[src/rtl/wasm_typed_stack.sv]
// wasm_typed_stack: type-tagged WebAssembly operand stack with an in-block
// SELECT sequencer. Each entry holds a 2-bit valtype tag (0 i32, 1 i64,
// 2 f32, 3 f64) and a WIDTH-bit value (WIDTH >= 32).
//
// Optional feature macro: TYPED_SELECT_EN
//   defined   -> op 5 (SELECT_T) is SELECT plus a check that the selected
//                operands carry the immediate type given on op_type.
//   undefined -> ops 5..7 behave as NOP.
//
// Ports:
//   clk        rising-edge clock
//   reset      asynchronous active-low reset
//   op_valid   request valid; accepted when op_valid && op_ready
//   op_ready   block can accept a request this cycle
//   op         0 NOP, 1 PUSH, 2 POP, 3 DROP, 4 SELECT, 5 SELECT_T
//   op_type    push tag / SELECT_T immediate type
//   push_data  value for PUSH
//   top_data   value at top of stack (0 when empty)
//   top_type   tag at top of stack (0 when empty)
//   depth      entries held
//   empty      depth == 0
//   full       depth == DEPTH
//   done       one-cycle pulse when an op completes without trap
//   trap       sticky trap code (`NONE, `STACK_OVERFLOW, `STACK_UNDERFLOW,
//              `TYPES_MISMATCH)

`ifndef NONE
`define NONE 3'd0
`endif
`ifndef STACK_OVERFLOW
`define STACK_OVERFLOW 3'd1
`endif
`ifndef STACK_UNDERFLOW
`define STACK_UNDERFLOW 3'd2
`endif
`ifndef TYPES_MISMATCH
`define TYPES_MISMATCH 3'd3
`endif

module wasm_typed_stack #(
  parameter int unsigned WIDTH = 64,
  parameter int unsigned DEPTH = 16,
  parameter int unsigned PTR_W = $clog2(DEPTH + 1)
) (
  input  logic             clk,
  input  logic             reset,
  input  logic             op_valid,
  output logic             op_ready,
  input  logic [2:0]       op,
  input  logic [1:0]       op_type,
  input  logic [WIDTH-1:0] push_data,
  output logic [WIDTH-1:0] top_data,
  output logic [1:0]       top_type,
  output logic [PTR_W-1:0] depth,
  output logic             empty,
  output logic             full,
  output logic             done,
  output logic [2:0]       trap
);

  localparam int unsigned IDX_W = (DEPTH > 1) ? $clog2(DEPTH) : 1;
  localparam int unsigned EW    = WIDTH + 2;

  localparam logic [2:0] OP_PUSH     = 3'd1;
  localparam logic [2:0] OP_POP      = 3'd2;
  localparam logic [2:0] OP_DROP     = 3'd3;
  localparam logic [2:0] OP_SELECT   = 3'd4;
  localparam logic [2:0] OP_SELECT_T = 3'd5;
  localparam logic [1:0] T_I32       = 2'd0;

  typedef enum logic [1:0] {S_IDLE, S_SEL_C, S_SEL_B, S_SEL_A} state_e;

  logic [EW-1:0]    mem_q [DEPTH];
  state_e           state_q;
  logic [PTR_W-1:0] depth_q;
  logic [PTR_W-1:0] ptr_q;
  logic [PTR_W-1:0] sp0_q;
  logic [1:0]       cond_ty_q;
  logic [31:0]      cond_lo_q;
  logic [EW-1:0]    val1_q;
  logic [EW-1:0]    val2_q;
  logic             done_q;
  logic [2:0]       trap_q;
`ifdef TYPED_SELECT_EN
  logic             typed_q;
  logic [1:0]       sel_ty_q;
`endif

  logic             accept;
  logic             is_sel;
  logic             sel_ok;
  logic [IDX_W-1:0] rd_idx;
  logic [EW-1:0]    rd_ent;
  logic [EW-1:0]    sel_pick;
  logic             mem_we;
  logic [IDX_W-1:0] mem_widx;
  logic [EW-1:0]    mem_wdata;

  assign op_ready = (state_q == S_IDLE) && (trap_q == `NONE);
  assign accept   = op_valid && op_ready;
  assign empty    = (depth_q == '0);
  assign full     = (depth_q == PTR_W'(DEPTH));
  assign depth    = depth_q;
  assign done     = done_q;
  assign trap     = trap_q;

`ifdef TYPED_SELECT_EN
  assign is_sel = (op == OP_SELECT) || (op == OP_SELECT_T);
  assign sel_ok = (val1_q[EW-1:WIDTH] == val2_q[EW-1:WIDTH]) &&
                  (!typed_q || (val1_q[EW-1:WIDTH] == sel_ty_q));
`else
  assign is_sel = (op == OP_SELECT);
  assign sel_ok = (val1_q[EW-1:WIDTH] == val2_q[EW-1:WIDTH]);
`endif

  // The single read port serves the top-of-stack view while idle and the
  // SELECT operand fetches otherwise, hence top_* are undefined mid-SELECT.
  always_comb begin
    rd_idx = (state_q == S_IDLE) ? IDX_W'(depth_q - PTR_W'(1)) : IDX_W'(ptr_q);
    rd_ent = mem_q[rd_idx];
  end

  assign top_data = empty ? '0 : rd_ent[WIDTH-1:0];
  assign top_type = empty ? '0 : rd_ent[EW-1:WIDTH];

  assign sel_pick = (cond_lo_q != '0) ? val1_q : val2_q;

  always_comb begin
    mem_we    = 1'b0;
    mem_widx  = '0;
    mem_wdata = '0;
    if (accept && (op == OP_PUSH) && !full) begin
      mem_we    = 1'b1;
      mem_widx  = IDX_W'(depth_q);
      mem_wdata = {op_type, push_data};
    end else if ((state_q == S_SEL_A) && sel_ok) begin
      // ptr_q has been walked down to sp0-3 by this point
      mem_we    = 1'b1;
      mem_widx  = IDX_W'(ptr_q);
      mem_wdata = sel_pick;
    end
  end

  always_ff @(posedge clk) begin
    if (mem_we) mem_q[mem_widx] <= mem_wdata;
  end

  always_ff @(posedge clk or negedge reset) begin
    if (!reset) begin
      state_q   <= S_IDLE;
      depth_q   <= '0;
      ptr_q     <= '0;
      sp0_q     <= '0;
      cond_ty_q <= '0;
      cond_lo_q <= '0;
      val1_q    <= '0;
      val2_q    <= '0;
      done_q    <= 1'b0;
      trap_q    <= `NONE;
`ifdef TYPED_SELECT_EN
      typed_q   <= 1'b0;
      sel_ty_q  <= '0;
`endif
    end else begin
      done_q <= 1'b0;
      case (state_q)
        S_IDLE: begin
          if (accept) begin
            if (is_sel) begin
              if (depth_q < PTR_W'(3)) begin
                trap_q <= `STACK_UNDERFLOW;
              end else begin
                cond_ty_q <= rd_ent[EW-1:WIDTH];
                cond_lo_q <= rd_ent[31:0];
                sp0_q     <= depth_q;
                ptr_q     <= depth_q - PTR_W'(2);
                state_q   <= S_SEL_C;
`ifdef TYPED_SELECT_EN
                typed_q   <= (op == OP_SELECT_T);
                sel_ty_q  <= op_type;
`endif
              end
            end else begin
              case (op)
                OP_PUSH: begin
                  if (full) begin
                    trap_q <= `STACK_OVERFLOW;
                  end else begin
                    depth_q <= depth_q + PTR_W'(1);
                    done_q  <= 1'b1;
                  end
                end
                OP_POP, OP_DROP: begin
                  if (empty) begin
                    trap_q <= `STACK_UNDERFLOW;
                  end else begin
                    depth_q <= depth_q - PTR_W'(1);
                    done_q  <= 1'b1;
                  end
                end
                default: done_q <= 1'b1;
              endcase
            end
          end
        end
        S_SEL_C: begin
          if (cond_ty_q != T_I32) begin
            trap_q  <= `TYPES_MISMATCH;
            state_q <= S_IDLE;
          end else begin
            val2_q  <= rd_ent;
            ptr_q   <= ptr_q - PTR_W'(1);
            state_q <= S_SEL_B;
          end
        end
        S_SEL_B: begin
          val1_q  <= rd_ent;
          state_q <= S_SEL_A;
        end
        S_SEL_A: begin
          state_q <= S_IDLE;
          if (!sel_ok) begin
            trap_q <= `TYPES_MISMATCH;
          end else begin
            depth_q <= sp0_q - PTR_W'(2);
            done_q  <= 1'b1;
          end
        end
        default: state_q <= S_IDLE;
      endcase
    end
  end

endmodule

[config.mk]
export PLATFORM = sky130hd
export DESIGN_NAME = wasm_typed_stack
export DESIGN_NICKNAME = d
export VERILOG_FILES = /design/src/rtl/wasm_typed_stack.sv
export SDC_FILE = /design/constraint.sdc
export NUM_CORES = 2
export LEC_CHECK = 0
export CORE_UTILIZATION = 39
export CTS_BUF_LIST = sky130_fd_sc_hd__clkbuf_16
export DETAILED_ROUTE_END_ITERATION = 16
export GPL_ROUTABILITY_DRIVEN = 0
export PLACE_DENSITY = 0.6
export SLEW_MARGIN = 20
export SYNTH_ARGS = -nofsm -noshare
export SYNTH_HDL_FRONTEND = slang
export SYNTH_SLANG_ARGS = --single-unit
[constraint.sdc]
create_clock -name clk -period 7.5 [get_ports clk]
set_input_delay 1.5 -clock clk [delete_from_list [all_inputs] [get_ports clk]]
set_output_delay 1.5 -clock clk [all_outputs]
set_load 0.01 [all_outputs]
Yosys cells after proc, flatten, opt, wreduce, memory -nomap -nowiden
Memories as Yosys holds them, arrays and structs flattened. Cells that the tools add are included. W data, S select, Z words.

$add $sub $neg: 5. Magnitude comparators: 1. Equality and inequality tests: 24. Muxes and demuxes: 45. Bitwise gates (word level): 2. Reductions and logical operators: 21.

Operators by type and width (number): $mux W66 (3); $mux W64 (1); $mux W5 (9); $reduce_bool A32 Y1 (1); $pmux W5 S2 (3); $mux W3 (7); $ne A2 B2 Y1 const B (8); $mux W4 (3); $mux W2 (5); $sub A5 B1 Y5 const B (2); $sub A5 B2 Y5 const B (2); $mux W1 (9); $pmux W3 S3 (1); $ne A4 B4 Y1 const B (2); $pmux W2 S4 (1); $reduce_and A8 Y1 (1); $reduce_and A7 Y1 (1); $eq A3 B2 Y1 const B (2); $ne A3 B3 Y1 const B (2); $pmux W3 S2 (1); $reduce_bool A2 Y1 (3); $add A5 B1 Y5 const B (1); $eq A5 B5 Y1 const B (1); $logic_and A1 B1 Y1 (5); other kinds (21) (24).

Bits in registers: 187. Bits in writable memories: 1056. Input port bits: 72. Logic and storage cells: 109. Memories: 1.

Memory list: mem_q (depth 16, width 66, rd ports 1, clocked after Yosys merged registers in 0, write ports 1, RTL line 73) `logic [EW-1:0] mem_q [DEPTH];`.

Depth between registers and ports, before layout
Depth in word-level cells: 8. Depth in mapped cells: 11.

Worst setup path before layout
Ideal clock, no wire load.

Path type: in2reg. Start: input op_valid. End: memory mem_q[4][0] (netlist name) (enable). Data arrival time: 5.682 ns. Path slack: 1.306 ns. Cell stages on the path: 5. Cells stage by stage: nand4bb_1 -> nor4_4 -> o31ai_1 -> nand2b_1 -> a21oi_1.

Word-level cells in the longest chain between the ends: 6. Elaborated cells on any way between the ends: 7. Those cells by class: mux: 4; reduce/logical: 3.

RTL lines: start, declared (RTL line 47) `input logic op_valid,`; $logic_and A1 B1 Y1 (*) (RTL line 100) `assign accept = op_valid && op_ready;`; $logic_and A1 B1 Y1 (*) (2 in a row) (RTL line 132) `if (accept && (op == OP_PUSH) && !full) begin`; $mux W1 (RTL line 132); $mux W1 (RTL line 145) `if (mem_we) mem_q[mem_widx] <= mem_wdata;`; $mux W1 (not written as such) (RTL line 145); end, declared (RTL line 73).

Mark *: on every way between the ends. The rest lies on a longest branch, timed or not.

Worst setup path in the final report
Start: register state_q[0]. End: output top_data[31].

Word-level cells in the longest chain between the ends: 4.

RTL lines: start, declared (RTL line 74) `state_e state_q;`; start signal, assigned (RTL line 150) `state_q <= S_IDLE;`; start signal, assigned (RTL line 177) `state_q <= S_SEL_C;`; start signal, assigned (RTL line 209) `state_q <= S_IDLE;`; $logic_not A2 Y1 (RTL line 119) `rd_idx = (state_q == S_IDLE) ? IDX_W'(depth_q - PTR_W'(1)) : IDX_W'(ptr_q);`; $mux W4 (RTL line 119); $mem_v2 Z16 W66; $mux W64 (RTL line 123) `assign top_data = empty ? '0 : rd_ent[WIDTH-1:0];`; end, declared (RTL line 52) `output logic [WIDTH-1:0] top_data,`.

Every way passes these cells.

==> results by group <==
Detailed routing
  • Wire per inst: 28.9 um
  • WL met2: 63000 um
  • DRT antenna net count: 0
  • Met3 wire len: 9720 um
  • DR iter-0 viols: 2808
  • Post-Route WL: 132000 um
  • Drt drc: 0
  • Metal1 wirelength: roughly 57000 um
  • TritonRoute pass-1 iters: 5
  • Routed via count: 26800
  • Vias/cell: 5.86
  • Top layer in use: met5

Finish
  • Share of post-route cells with drive strength above 1: 23.4%
  • Final #Nets: 2913
  • Layout area overhead: 16.7%
  • Filler cells: 10400

Synth
  • Syn_area_per_cell: 18.9 sq um
  • Mapped Area: 49100 sq um
  • Register area share after synthesis: approximately three quarters
  • Synth cell types: 60
  • Post-synth EDFFs: 1056
  • Syn Inst Count: 2594
  • Post-Syn Nets: 2680
  • Synth Flop Type: edfxtp_1
  • Async SR Flop Fraction: 14.9%
  • Yosys warns: 0
  • Synth Register Bits: between 1000 and 1500

Global route
  • Total congestion overflow: 0
  • First-pass GRT wire length: 191000 um
  • Vias in the first global route: 27600
  • Initial antenna violation count: 4
  • Largest net degree at the start of global routing: 144
  • GRT Total Usage: between 20% and 30%

Worst setup path
  • Crit path depth: 10
  • R2R cell count: 10
  • Critical R2R Capture: mem_q[4][5]
  • FF-to-FF setup slack: 2.53 ns
  • Setup crit end: top_data[31]
  • Critical path arrival: 5.31 ns
  • Crit Path Max Fanout: 40
  • CP bufs+invs: 4
  • Crit path from: state_q[0]
  • Path type of the worst setup path: flip-flop to primary output
  • CP startpoint kind: flip-flop
  • Crit end category: primary output
  • Delay-heaviest family, CP: buffers and inverters
  • Worst r2r src: state_q[0]
  • WP data required: about 6 ns
  • CP peak stage delay: approximately 0.73 ns
  • CP Cell Sequence: inv_1, ha_1, nor2_1, a21oi_4, buf_4, a21boi_4, buf_12, a22oi_2, a21oi_1, clkdlybuf4s50_1
  • Slowest cell on crit path: a21boi_4

Clock tree
  • Root Driver: clkbuf_16
  • Post-CTS Repair Setup Buffers: 0
  • # hold bufs at CTS: 0
  • CTS tree: yes
  • Worst skew pair latency: 0.74 ns
  • CTS resizes: 0
  • Clk buf depth: 3
  • Worst-path clk slew: roughly 0.060 ns
  • Sink Count: 1241
  • H-tree depth: 4
  • Num CTS Buffers: roughly 130

Timing
  • Final Cycle Share: between 90% and 100%
  • Fin crit period: between 6 and 7 ns
  • Worst Skew: between 0.04 and 0.05 ns
  • Slew Limit Fails: 0
  • Hold Slack: 0.512 ns
  • Max Clock Freq: 0.147 GHz
  • RSZ-0062 raised after global routing: no
  • Setup-failing EPs final: 0
  • Worst slew pin tran: 1.09 ns
  • Hold Vio Cnt, Final: 0
  • Slew HR: 27.1%
  • Setup_tns: 0 ns

Power and ir drop
  • Power, Total: approximately 0.026 W
  • P per Cell Area: 450 nW/um^2
  • VDD IR-drop max: ~0.66 mV
  • Leakage power: 19.0 nW

Floorplan
  • IO Pins: 150
  • Core area: around 120000 sq um
  • Chip Width: roughly 360 um
  • Die Span Y: roughly 360 um
  • Die area: 127000 sq um
  • FP Rows: 129
  • Initial Util: 39.5%

Place
  • Hpwl dp: between 70000 and 80000 um
  • Port Buffers: about 150

Job
  • MaxCap Viol Count: 0

Hold path
  • HP Class: flip-flop to flip-flop

Outcome
  • Outcome: finished, final reports clean
per-stage QoR:
step                cell area [sq um]  worst slack, ns  cells  util (%)
floorplan                       49100             1.31   2594         -
global placement                53000             1.53   4322      42.7
global route                    57300            0.479   4571      46.1
detailed placement              53100             1.44   4326      42.7
CTS                             57200            0.656   4566      46.1
finish                          57300            0.690   4573      46.1
where the power goes:
| group | internal, W | total [W] | switching, W |
|---|---|---|---|
| Clock | 0.00363 | 0.00631 | 0.00268 |
| Combinational | 0.00467 | 0.0109 | 0.00623 |
| Sequential | 0.00824 | 0.00860 | 0.000359 |
| Total | 0.0165 | 0.0258 | 0.00926 |
layer usage:
metal | GRT usage (%) | vias up
li1 | - | 11100
met1 | 29.6 | 14500
met2 | 33.1 | 1096
met3 | 3.93 | 193
met4 | 5.24 | 2
met5 | 0 | -
Yosys cell counts, types with 3 or more instances:
cell type,number,share of area (%)
a21oi_1,77,0.78
a21oi_2,3,0.054
a22oi_1,80,1.2
a22oi_2,52,1.3
a31oi_1,138,1.8
and3_1,4,0.051
buf_1,10,0.076
buf_2,48,0.49
buf_4,19,0.29
buf_6,14,0.32
clkbuf_1,66,0.50
dfrtp_1,185,9.4
edfxtp_1,1056,65
ha_1,14,0.36
inv_1,11,0.084
mux2_2,38,0.87
mux2i_1,68,1.4
mux4_2,264,12
nand2_1,116,0.89
nand2b_1,5,0.064
nand3_1,5,0.051
nand3b_1,3,0.046
nand4_1,4,0.051
nor2_1,158,1.2
nor2b_1,5,0.064
nor3_1,8,0.082
nor4_1,12,0.15
o21ai_0,87,0.89
xnor2_1,5,0.089
cell usage in the layout, fill, tap and decap left out, types with 13 or more instances in the layout:
cell type and instances:
dfrtp_1 185, o21ai_0 51, buf_12 19, o21ai_1 37, clkinv_1 32, buf_4 87, clkbuf_16 132, a31oi_1 138
nor2_4 16, nand2_1 116, mux2_2 38, edfxtp_1 1056, a21oi_1 75, nor2_1 143, a22oi_2 52, clkdlybuf4s50_1 147
inv_1 37, mux4_2 264, clkinv_2 21, mux2i_1 67, ha_1 13, a22oi_1 80
registers in the layout (all words and copies together), names as in the netlist, named ones only:
register	cells
val2_q	66
cond_ty_q	2
cond_lo_q	32
ptr_q	4
depth	5
mem_q	1056
sp0_q	5
done	1
state_q	1
val1_q	66
trap	2
worst min-delay path by stage:
| stage | to | start | slack [ns] | cells after the start |
|---|---|---|---|---|
| after global routing | sp0_q[0] | sp0_q[0] | 0.53 | 1 |
| after floorplan | cond_lo_q[1] | cond_lo_q[1] | 0.48 | 1 |
| after detailed placement | cond_lo_q[28] | cond_lo_q[28] | 0.50 | 1 |
| after global placement | cond_lo_q[10] | cond_lo_q[10] | 0.49 | 1 |
| after CTS | cond_lo_q[1] | cond_lo_q[1] | 0.51 | 1 |
| final | cond_lo_q[1] | cond_lo_q[1] | 0.51 | 1 |
final cells by class:
cell class / count / area (sq um) / area share (%)
diodes: 2 / 5.00 / 0.00873
clock buffers: 132 / 3300 / 5.76
clock inverters: 108 / 873 / 1.52
inverters: 12 / 47.5 / 0.0830
multi-input cells: 1184 / 12100 / 21.2
flip-flops and latches: 1241 / 36300 / 63.4
well taps: 1637 / 2050 / 3.57
repair buffers: 257 / 2560 / 4.47
cell families (layout without fill, tap and decap cells):
family / after synthesis / after routing / synth area share [%]
and+or+nand+nor: 336 / 336 / 2.97
xor gates and xnor gates: 7 / 7 / 0.125
DFF: 1241 / 1241 / 74.0
buffers and inverters: 169 / 509 / 1.78
muxes: 371 / 371 / 14.4
adders and majority gates: 14 / 14 / 0.357
AOI/OAI and AO/OA: 455 / 455 / 6.34
other: 1 / 3 / 0.00764
Power figures use the tool's default switching activity.
